File: src/rtl/rf_arb_pkg.sv
// Shared types and constants for the register-file write-port arbiter and its scoreboard.
package rf_arb_pkg;

    localparam int REG_ADDR_W = 5;
    localparam int NUM_REGS   = 32;

    typedef enum logic {
        ARB_NORMAL = 1'b0,
        ARB_FORCE  = 1'b1
    } arb_state_t;

    typedef enum logic [1:0] {
        GNT_NONE = 2'd0,
        GNT_WB   = 2'd1,
        GNT_LL   = 2'd2
    } grant_src_t;

    function automatic logic [NUM_REGS-1:0] reg_onehot(input logic [REG_ADDR_W-1:0] addr);
        logic [NUM_REGS-1:0] vec;
        vec       = '0;
        vec[addr] = 1'b1;
        return vec;
    endfunction

endpackage

File: src/rtl/rf_wb_arbiter_if.sv
// Bundle of WB/LL result, issue, hazard-check and register-file write signals around the arbiter.
interface rf_wb_arbiter_if #(
    parameter int DATA_WIDTH = 32
);
    import rf_arb_pkg::*;

    logic                  wb_valid;
    logic [REG_ADDR_W-1:0] wb_addr;
    logic [DATA_WIDTH-1:0] wb_data;
    logic                  ll_valid;
    logic                  ll_ready;
    logic [REG_ADDR_W-1:0] ll_addr;
    logic [DATA_WIDTH-1:0] ll_data;
    logic                  iss_valid;
    logic [REG_ADDR_W-1:0] iss_addr;
    logic [REG_ADDR_W-1:0] chk_rs1;
    logic [REG_ADDR_W-1:0] chk_rs2;
    logic [REG_ADDR_W-1:0] chk_rd;
    logic                  hazard;
    logic                  pipe_stall;
    logic                  rf_wr_en;
    logic [REG_ADDR_W-1:0] rf_wr_addr;
    logic [DATA_WIDTH-1:0] rf_wr_data;

    modport master (
        output wb_valid, wb_addr, wb_data,
        output ll_valid, ll_addr, ll_data,
        output iss_valid, iss_addr,
        output chk_rs1, chk_rs2, chk_rd,
        input  ll_ready, hazard, pipe_stall,
        input  rf_wr_en, rf_wr_addr, rf_wr_data
    );

    modport slave (
        input  wb_valid, wb_addr, wb_data,
        input  ll_valid, ll_addr, ll_data,
        input  iss_valid, iss_addr,
        input  chk_rs1, chk_rs2, chk_rd,
        output ll_ready, hazard, pipe_stall,
        output rf_wr_en, rf_wr_addr, rf_wr_data
    );

endinterface

File: src/rtl/rf_scoreboard.sv
// 32-entry busy vector for registers with long-latency results outstanding; x0 is never marked.
module rf_scoreboard
    import rf_arb_pkg::*;
(
    input  logic                  clk,
    input  logic                  rst_n,
    input  logic                  set_en_i,
    input  logic [REG_ADDR_W-1:0] set_addr_i,
    input  logic                  clr_en_i,
    input  logic [REG_ADDR_W-1:0] clr_addr_i,
    input  logic [REG_ADDR_W-1:0] rs1_addr_i,
    input  logic [REG_ADDR_W-1:0] rs2_addr_i,
    input  logic [REG_ADDR_W-1:0] rd_addr_i,
    output logic                  rs1_busy_o,
    output logic                  rs2_busy_o,
    output logic                  rd_busy_o
);

    logic [NUM_REGS-1:0] busy_q;
    logic [NUM_REGS-1:0] busy_d;
    logic [NUM_REGS-1:0] set_vec;
    logic [NUM_REGS-1:0] clr_vec;

    assign set_vec = (set_en_i && (set_addr_i != '0)) ? reg_onehot(set_addr_i) : '0;
    assign clr_vec = clr_en_i ? reg_onehot(clr_addr_i) : '0;

    // A new issue to a register overrides a completion landing on it in the same cycle.
    for (genvar gi = 0; gi < NUM_REGS; gi++) begin : g_busy
        assign busy_d[gi] = set_vec[gi] | (busy_q[gi] & ~clr_vec[gi]);
    end

    always_ff @(posedge clk or negedge rst_n) begin
        if (!rst_n) begin
            busy_q <= '0;
        end else begin
            busy_q <= busy_d;
        end
    end

    assign rs1_busy_o = busy_q[rs1_addr_i];
    assign rs2_busy_o = busy_q[rs2_addr_i];
    assign rd_busy_o  = busy_q[rd_addr_i];

endmodule

File: src/rtl/rf_wb_arbiter.sv
// Register-file write-port arbiter: WB has priority over LL, with optional starvation guard
// enabled by defining RF_ARB_STARVE_GUARD_EN.
module rf_wb_arbiter
    import rf_arb_pkg::*;
#(
    parameter int DATA_WIDTH   = 32,
    parameter int STARVE_LIMIT = 4
) (
    input  logic            clk,
    input  logic            rst_n,
    rf_wb_arbiter_if.slave  bus
);

    if (STARVE_LIMIT < 1) begin : g_limit_check
        $error("STARVE_LIMIT must be at least 1");
    end

    arb_state_t            state_q;
    logic                  pipe_stall_q;
    grant_src_t            grant;
    logic                  ll_ready;
    logic                  ll_xfer;
    logic [REG_ADDR_W-1:0] wr_addr;
    logic [DATA_WIDTH-1:0] wr_data;
    logic                  rs1_busy;
    logic                  rs2_busy;
    logic                  rd_busy;

    // Grant selection; everything is held quiet while reset is asserted.
    always_comb begin
        grant    = GNT_NONE;
        ll_ready = 1'b0;
        if (rst_n) begin
            if (state_q == ARB_FORCE) begin
                ll_ready = 1'b1;
                if (bus.ll_valid) grant = GNT_LL;
            end else begin
                ll_ready = !bus.wb_valid;
                if (bus.wb_valid)      grant = GNT_WB;
                else if (bus.ll_valid) grant = GNT_LL;
            end
        end
    end

    assign ll_xfer = bus.ll_valid && ll_ready;

    always_comb begin
        wr_addr = '0;
        wr_data = '0;
        case (grant)
            GNT_WB: begin
                wr_addr = bus.wb_addr;
                wr_data = bus.wb_data;
            end
            GNT_LL: begin
                wr_addr = bus.ll_addr;
                wr_data = bus.ll_data;
            end
            default: ;
        endcase
    end

`ifdef RF_ARB_STARVE_GUARD_EN
    localparam int                CNT_W    = $clog2(STARVE_LIMIT + 1);
    localparam logic [CNT_W-1:0]  LIMIT    = CNT_W'(STARVE_LIMIT);
    localparam logic [CNT_W-1:0]  LIMIT_M1 = CNT_W'(STARVE_LIMIT - 1);
    localparam logic [CNT_W-1:0]  CNT_ONE  = CNT_W'(1);

    logic [CNT_W-1:0] wait_cnt_q;

    // The forcing cycle lasts exactly one clock; pipe_stall is registered alongside the state.
    always_ff @(posedge clk or negedge rst_n) begin
        if (!rst_n) begin
            state_q      <= ARB_NORMAL;
            pipe_stall_q <= 1'b0;
            wait_cnt_q   <= '0;
        end else begin
            state_q      <= ARB_NORMAL;
            pipe_stall_q <= 1'b0;
            if (!bus.ll_valid || ll_xfer) begin
                wait_cnt_q <= '0;
            end else begin
                if (wait_cnt_q != LIMIT) wait_cnt_q <= wait_cnt_q + CNT_ONE;
                if (wait_cnt_q >= LIMIT_M1) begin
                    state_q      <= ARB_FORCE;
                    pipe_stall_q <= 1'b1;
                end
            end
        end
    end
`else
    assign state_q      = ARB_NORMAL;
    assign pipe_stall_q = 1'b0;
`endif

    rf_scoreboard u_scoreboard (
        .clk        (clk),
        .rst_n      (rst_n),
        .set_en_i   (bus.iss_valid),
        .set_addr_i (bus.iss_addr),
        .clr_en_i   (ll_xfer),
        .clr_addr_i (bus.ll_addr),
        .rs1_addr_i (bus.chk_rs1),
        .rs2_addr_i (bus.chk_rs2),
        .rd_addr_i  (bus.chk_rd),
        .rs1_busy_o (rs1_busy),
        .rs2_busy_o (rs2_busy),
        .rd_busy_o  (rd_busy)
    );

    assign bus.ll_ready   = ll_ready;
    assign bus.pipe_stall = pipe_stall_q;
    assign bus.hazard     = rst_n && (rs1_busy || rs2_busy || rd_busy);
    assign bus.rf_wr_en   = (grant != GNT_NONE) && (wr_addr != '0);
    assign bus.rf_wr_addr = wr_addr;
    assign bus.rf_wr_data = wr_data;

endmodule

File: src/flat_wrapper.sv
// flat-port wrapper written by rule: the top's interface ports become plain ports
module rf_wb_arbiter_flat import rf_arb_pkg::*;
#(
    parameter int DATA_WIDTH   = 32,
    parameter int STARVE_LIMIT = 4
)
  (clk, rst_n, bus_wb_valid, bus_wb_addr, bus_wb_data, bus_ll_valid, bus_ll_addr, bus_ll_data, bus_iss_valid, bus_iss_addr, bus_chk_rs1, bus_chk_rs2, bus_chk_rd, bus_ll_ready, bus_hazard, bus_pipe_stall, bus_rf_wr_en, bus_rf_wr_addr, bus_rf_wr_data);
  rf_wb_arbiter_if #(.DATA_WIDTH(DATA_WIDTH)) bus_i ();
  input  logic clk;
  input  logic rst_n;
  input wire logic [$bits(bus_i.wb_valid)-1:0] bus_wb_valid;
  input wire logic [$bits(bus_i.wb_addr)-1:0] bus_wb_addr;
  input wire logic [$bits(bus_i.wb_data)-1:0] bus_wb_data;
  input wire logic [$bits(bus_i.ll_valid)-1:0] bus_ll_valid;
  input wire logic [$bits(bus_i.ll_addr)-1:0] bus_ll_addr;
  input wire logic [$bits(bus_i.ll_data)-1:0] bus_ll_data;
  input wire logic [$bits(bus_i.iss_valid)-1:0] bus_iss_valid;
  input wire logic [$bits(bus_i.iss_addr)-1:0] bus_iss_addr;
  input wire logic [$bits(bus_i.chk_rs1)-1:0] bus_chk_rs1;
  input wire logic [$bits(bus_i.chk_rs2)-1:0] bus_chk_rs2;
  input wire logic [$bits(bus_i.chk_rd)-1:0] bus_chk_rd;
  output wire logic [$bits(bus_i.ll_ready)-1:0] bus_ll_ready;
  output wire logic [$bits(bus_i.hazard)-1:0] bus_hazard;
  output wire logic [$bits(bus_i.pipe_stall)-1:0] bus_pipe_stall;
  output wire logic [$bits(bus_i.rf_wr_en)-1:0] bus_rf_wr_en;
  output wire logic [$bits(bus_i.rf_wr_addr)-1:0] bus_rf_wr_addr;
  output wire logic [$bits(bus_i.rf_wr_data)-1:0] bus_rf_wr_data;
  assign bus_i.wb_valid = bus_wb_valid;
  assign bus_i.wb_addr = bus_wb_addr;
  assign bus_i.wb_data = bus_wb_data;
  assign bus_i.ll_valid = bus_ll_valid;
  assign bus_i.ll_addr = bus_ll_addr;
  assign bus_i.ll_data = bus_ll_data;
  assign bus_i.iss_valid = bus_iss_valid;
  assign bus_i.iss_addr = bus_iss_addr;
  assign bus_i.chk_rs1 = bus_chk_rs1;
  assign bus_i.chk_rs2 = bus_chk_rs2;
  assign bus_i.chk_rd = bus_chk_rd;
  assign bus_ll_ready = bus_i.ll_ready;
  assign bus_hazard = bus_i.hazard;
  assign bus_pipe_stall = bus_i.pipe_stall;
  assign bus_rf_wr_en = bus_i.rf_wr_en;
  assign bus_rf_wr_addr = bus_i.rf_wr_addr;
  assign bus_rf_wr_data = bus_i.rf_wr_data;
  rf_wb_arbiter #(.DATA_WIDTH(DATA_WIDTH), .STARVE_LIMIT(STARVE_LIMIT)) u_core (.clk(clk), .rst_n(rst_n), .bus(bus_i));
endmodule
File: config.mk
export PLATFORM = sky130hd
export DESIGN_NAME = rf_wb_arbiter_flat
export DESIGN_NICKNAME = d
export VERILOG_FILES = /design/src/rtl/rf_arb_pkg.sv /design/src/rtl/rf_wb_arbiter_if.sv /design/src/rtl/rf_scoreboard.sv /design/src/rtl/rf_wb_arbiter.sv /design/src/flat_wrapper.sv
export SDC_FILE = /design/constraint.sdc
export NUM_CORES = 1
export LEC_CHECK = 0
export ABC_AREA = 1
export CORE_ASPECT_RATIO = 1.5
export CORE_MARGIN = 5
export CORE_UTILIZATION = 43
export CTS_BUF_LIST = sky130_fd_sc_hd__clkbuf_2 sky130_fd_sc_hd__clkbuf_4 sky130_fd_sc_hd__clkbuf_8
export CTS_CLUSTER_DIAMETER = 40
export CTS_CLUSTER_SIZE = 12
export DETAILED_ROUTE_END_ITERATION = 8
export PLACE_DENSITY = 0.87
export SYNTH_ARGS = -nofsm -noshare
export SYNTH_HDL_FRONTEND = slang
export SYNTH_SLANG_ARGS = --single-unit
File: constraint.sdc
create_clock -name clk -period 1.8 [get_ports clk]
set_clock_uncertainty 0.05 [all_clocks]
set_input_delay 0.36 -clock clk [delete_from_list [all_inputs] [get_ports clk]]
set_output_delay 0.36 -clock clk [all_outputs]
set_load 0.01 [all_outputs]
==> results by group, run 1 <==
Routing
  – Antenna-violating nets left: 0
  – Drt via density: 6.03
  – DR iter-0 viols: ~450
  – WL/cell: about 20 um
  – Detailed-route via count: about 4400
  – Final WL: 14.6 mm
  – # DRC: 0
  – DR pass1 iterations: 8

Run status
  – Status: complete, but fails checks
  – Violated checks: negative setup slack

Logic synthesis
  – Simple-Gate Fraction of Synth Area: roughly a third
  – Post-synthesis compound-gate area fraction: a little under a quarter
  – Syn nets: about 560
  – Avg Cell Area, Syn: around 6.4 sq um
  – Synth cell types: 25
  – Sequential area share after synthesis: between 20% and 30%
  – Seq cells post-synth: 32
  – Syn Inst Count: 465
  – Main combinational cell family by area after synthesis: simple AND/OR/NAND/NOR gates
  – Adder-Cell Fraction of Synth Area: 0%
  – Synth Area in XOR/XNOR: 0%
  – Mapped Area: ~3000 sq um
  – Mux contribution to synthesized area: 0%
  – Ys Warns: 0

Floorplanning
  – Die Y: roughly 110 um
  – Initial core utilization: roughly 44%
  – Full die area: slightly below 9000 sq um
  – Ports: 140
  – Cell row count: 37
  – Core ar.: just under 7000 sq um
  – Die Width: 77.7 um

Timing
  – Final setup margin: -0.227 ns
  – Hold WS: 0.0792 ns
  – Fin crit share: 113%
  – Fin. Hold Viols: 0
  – Final min period: between 2 and 2.5 ns
  – Final setup vio count: 1
  – RSZ-0062 raised after global routing: yes
  – Max Clock Freq: 493 MHz
  – Count of final max-slew check failures: 0

Critical path
  – CP max-delay cell: dfrtp_2
  – Worst path required time: between 1 and 1.5 ns
  – Critical Path Source Type: flip-flop
  – CP peak stage delay: about 0.47 ns
  – Crit path capture type: primary output
  – Setup slack, reg-to-reg: approximately 0.7 ns
  – Reg2Reg Launch Point: u_core.u_scoreboard.busy_q[2]$_DFF_PN0_
  – RR Endpoint: u_core.u_scoreboard.busy_q[2]$_DFF_PN0_
  – Path depth of the worst reg2reg path: 4
  – Critical path fanouts, max: 4
  – Crit path launch: u_core.u_scoreboard.busy_q[14]$_DFF_PN0_
  – Kind of critical path: reg2out
  – Critical Path Most Common Cell: nand3_1
  – Arrival time at the worst endpoint: approximately 1.6 ns
  – Crit path cell chain: nand2_1, nand3_1, nand3_2, nand3_1, nand3_1, nand2_1, nor2_2, a21oi_2, buf_2

Cells and area
  – Fillers: 502
  – Most common cell after layout, fill and taps aside: nand2_1
  – Non-Filler Instances: 730
  – Most frequent cells in the layout: 127 x nand2_1, 85 x clkdlybuf4s50_1, 75 x nand3_1
  – Largest registers: u_core.u_scoreboard.busy_q x32
  – # nets final: 750
  – Largest Register: u_core.u_scoreboard.busy_q
  – Share of layout cells above drive strength 1: between 20% and 30%
  – Max FFs per register: 32
  – Area growth, synth to finish: 68.7%
  – # diodes: 0

Hold path
  – Worst Hold Class: in2async

GRT
  – Aggregate global routing overflow: 0
  – Pin count of the biggest net entering global routing: 33
  – First-pass GRT wire length: 22.5 mm
  – Vias in the first global route: between 4000 and 5000
  – Total Routing Usage GR: between 30% and 40%
  – Antenna violations before repair: 0

Power
  – Combinational power share: 40.8%
  – LEAKAGE: roughly 0.0024 uW
  – VDD IR max: between 0.0003 and 0.0004 V
  – Sequential power share: a little under two fifths
  – Net Sw Frac: about two fifths
  – Clk network pwr share: a little over a fifth
  – Internal power: around 2000 uW
  – P per Cell Area: 655 nW/um^2
  – Psw: approximately 1300 uW

CTS
  – Maximum clock path buffer count: 2
  – Cts hold-fix bufs: 0
  – CTS clk-pin slew, worst paths: ~0.060 ns
  – Clk sink count: 32
  – Worst-Skew Late Latency: just under 0.3 ns
  – Number of CTS-inserted buffers: 5
  – Clk root buf: clkbuf_8
  – CTS tree: done
  – H-tree levels: 2

Placed design
  – Post-DP HPWL: about 11 mm
  – Placed cells: roughly 700
  – Final RePlAce weighted congestion: ~1.1
  – IO buf count: 138

Run
  – # Max-Cap Violations: 0
-- power groups by stage --
stage | clock, uW | sequential [uW] | combinational, uW
6_report | 695 | 1240 | 1340
3_5_place_dp | 0 | 1180 | 1210
4_1_cts | 691 | 1170 | 1250
2_1_floorplan | 0 | 1030 | 647
5_1_grt | 710 | 1230 | 1470
3_3_place_gp | 0 | 1180 | 1170
-- metal layers --
layer  routed length (um)  up-vias  track usage [%]  part of all wire, %
met5                    0        -                0                    0
met4                 1250        0             25.0                  8.5
met3                 1400      109             6.39                  9.6
met2                 7450      347             56.7                   51
met1                 4470     1980             31.8                   31
li1                     -     1966                -                    -
-- layout make-up --
type	count	area [sq um]	share of cell area (%)
clock buffer	6	76.3	1.53
clock inverter	2	35.0	0.702
inverter	61	259	5.19
multi-input combinational	348	1870	37.4
sequential	32	825	16.5
tap	78	97.6	1.95
timing repair buffer	201	1810	36.3
timing repair inverter	2	18.8	0.376
-- what timing repair did --
item                       4_1_cts  5_1_grt
setup buffers                   10        6
setup endpoints to repair       64       51
cloned                           4        2
pin swaps                       20       27
gates resized for setup        180       80
-- cells by family (layout without fill, tap and decap cells) --
logic type / Yosys count / count (layout)
AND/OR/NAND/NOR: 240 / 240
AO/OA/AOI/OAI: 107 / 107
buffers and inverters: 85 / 272
flip-flops: 32 / 32
other: 1 / 1
-- through the flow --
step / util (%) / power [uW] / area, sq um / setup WS [ns] / setup TNS (ns)
6_report: 73.4 / 3270 / 4990 / -0.227 / -0.227
5_1_grt: 73.4 / 3410 / 4990 / -0.339 / -0.370
4_1_cts: 72.4 / 3110 / 4930 / -0.242 / -0.269
3_5_place_dp: 68.3 / 2390 / 4650 / -0.911 / -38.66
3_3_place_gp: 68.3 / 2350 / 4650 / -0.879 / -37.55
2_1_floorplan: - / 1670 / 2960 / 0.133 / 0
-- worst max-delay path by stage --
stage                              end  slack, ns  depth (start not counted)
after floorplan           bus_rf_wr_en       0.13                          6
after global placement      bus_hazard      -0.88                         13
after detailed placement    bus_hazard      -0.91                         12
after CTS                   bus_hazard      -0.24                         10
after global routing        bus_hazard      -0.34                         11
final                       bus_hazard      -0.23                          9
-- critical path, delay by kind of cell (launching register included) --
family	cells	cell delay (ns)
simple gates	7	0.69
buf+inv	1	0.13
flops	1	0.47
compound gates	1	0.05
-- cells in the mapped netlist, drive strengths merged --
cell | n | area [sq um]
nand3 | 88 | 455
nand2 | 136 | 510
a21oi | 3 | 18.8
o21ai | 68 | 340
inv | 61 | 241
conb | 1 | 3.75
nor2 | 6 | 25.0
a32o | 32 | 320
o31ai | 3 | 22.5
dfrtp | 32 | 801
clkbuf | 6 | 22.5
nor3 | 10 | 50.1
buf | 18 | 143
a31oi | 1 | 6.26
(Power assumes the default switching activity.)
==> run 2: changes to the inputs <==
- SLEW_MARGIN: not set -> 20
==> results of run 2 <==
The final DEF is identical to that of run 1; final timing and power are the same.
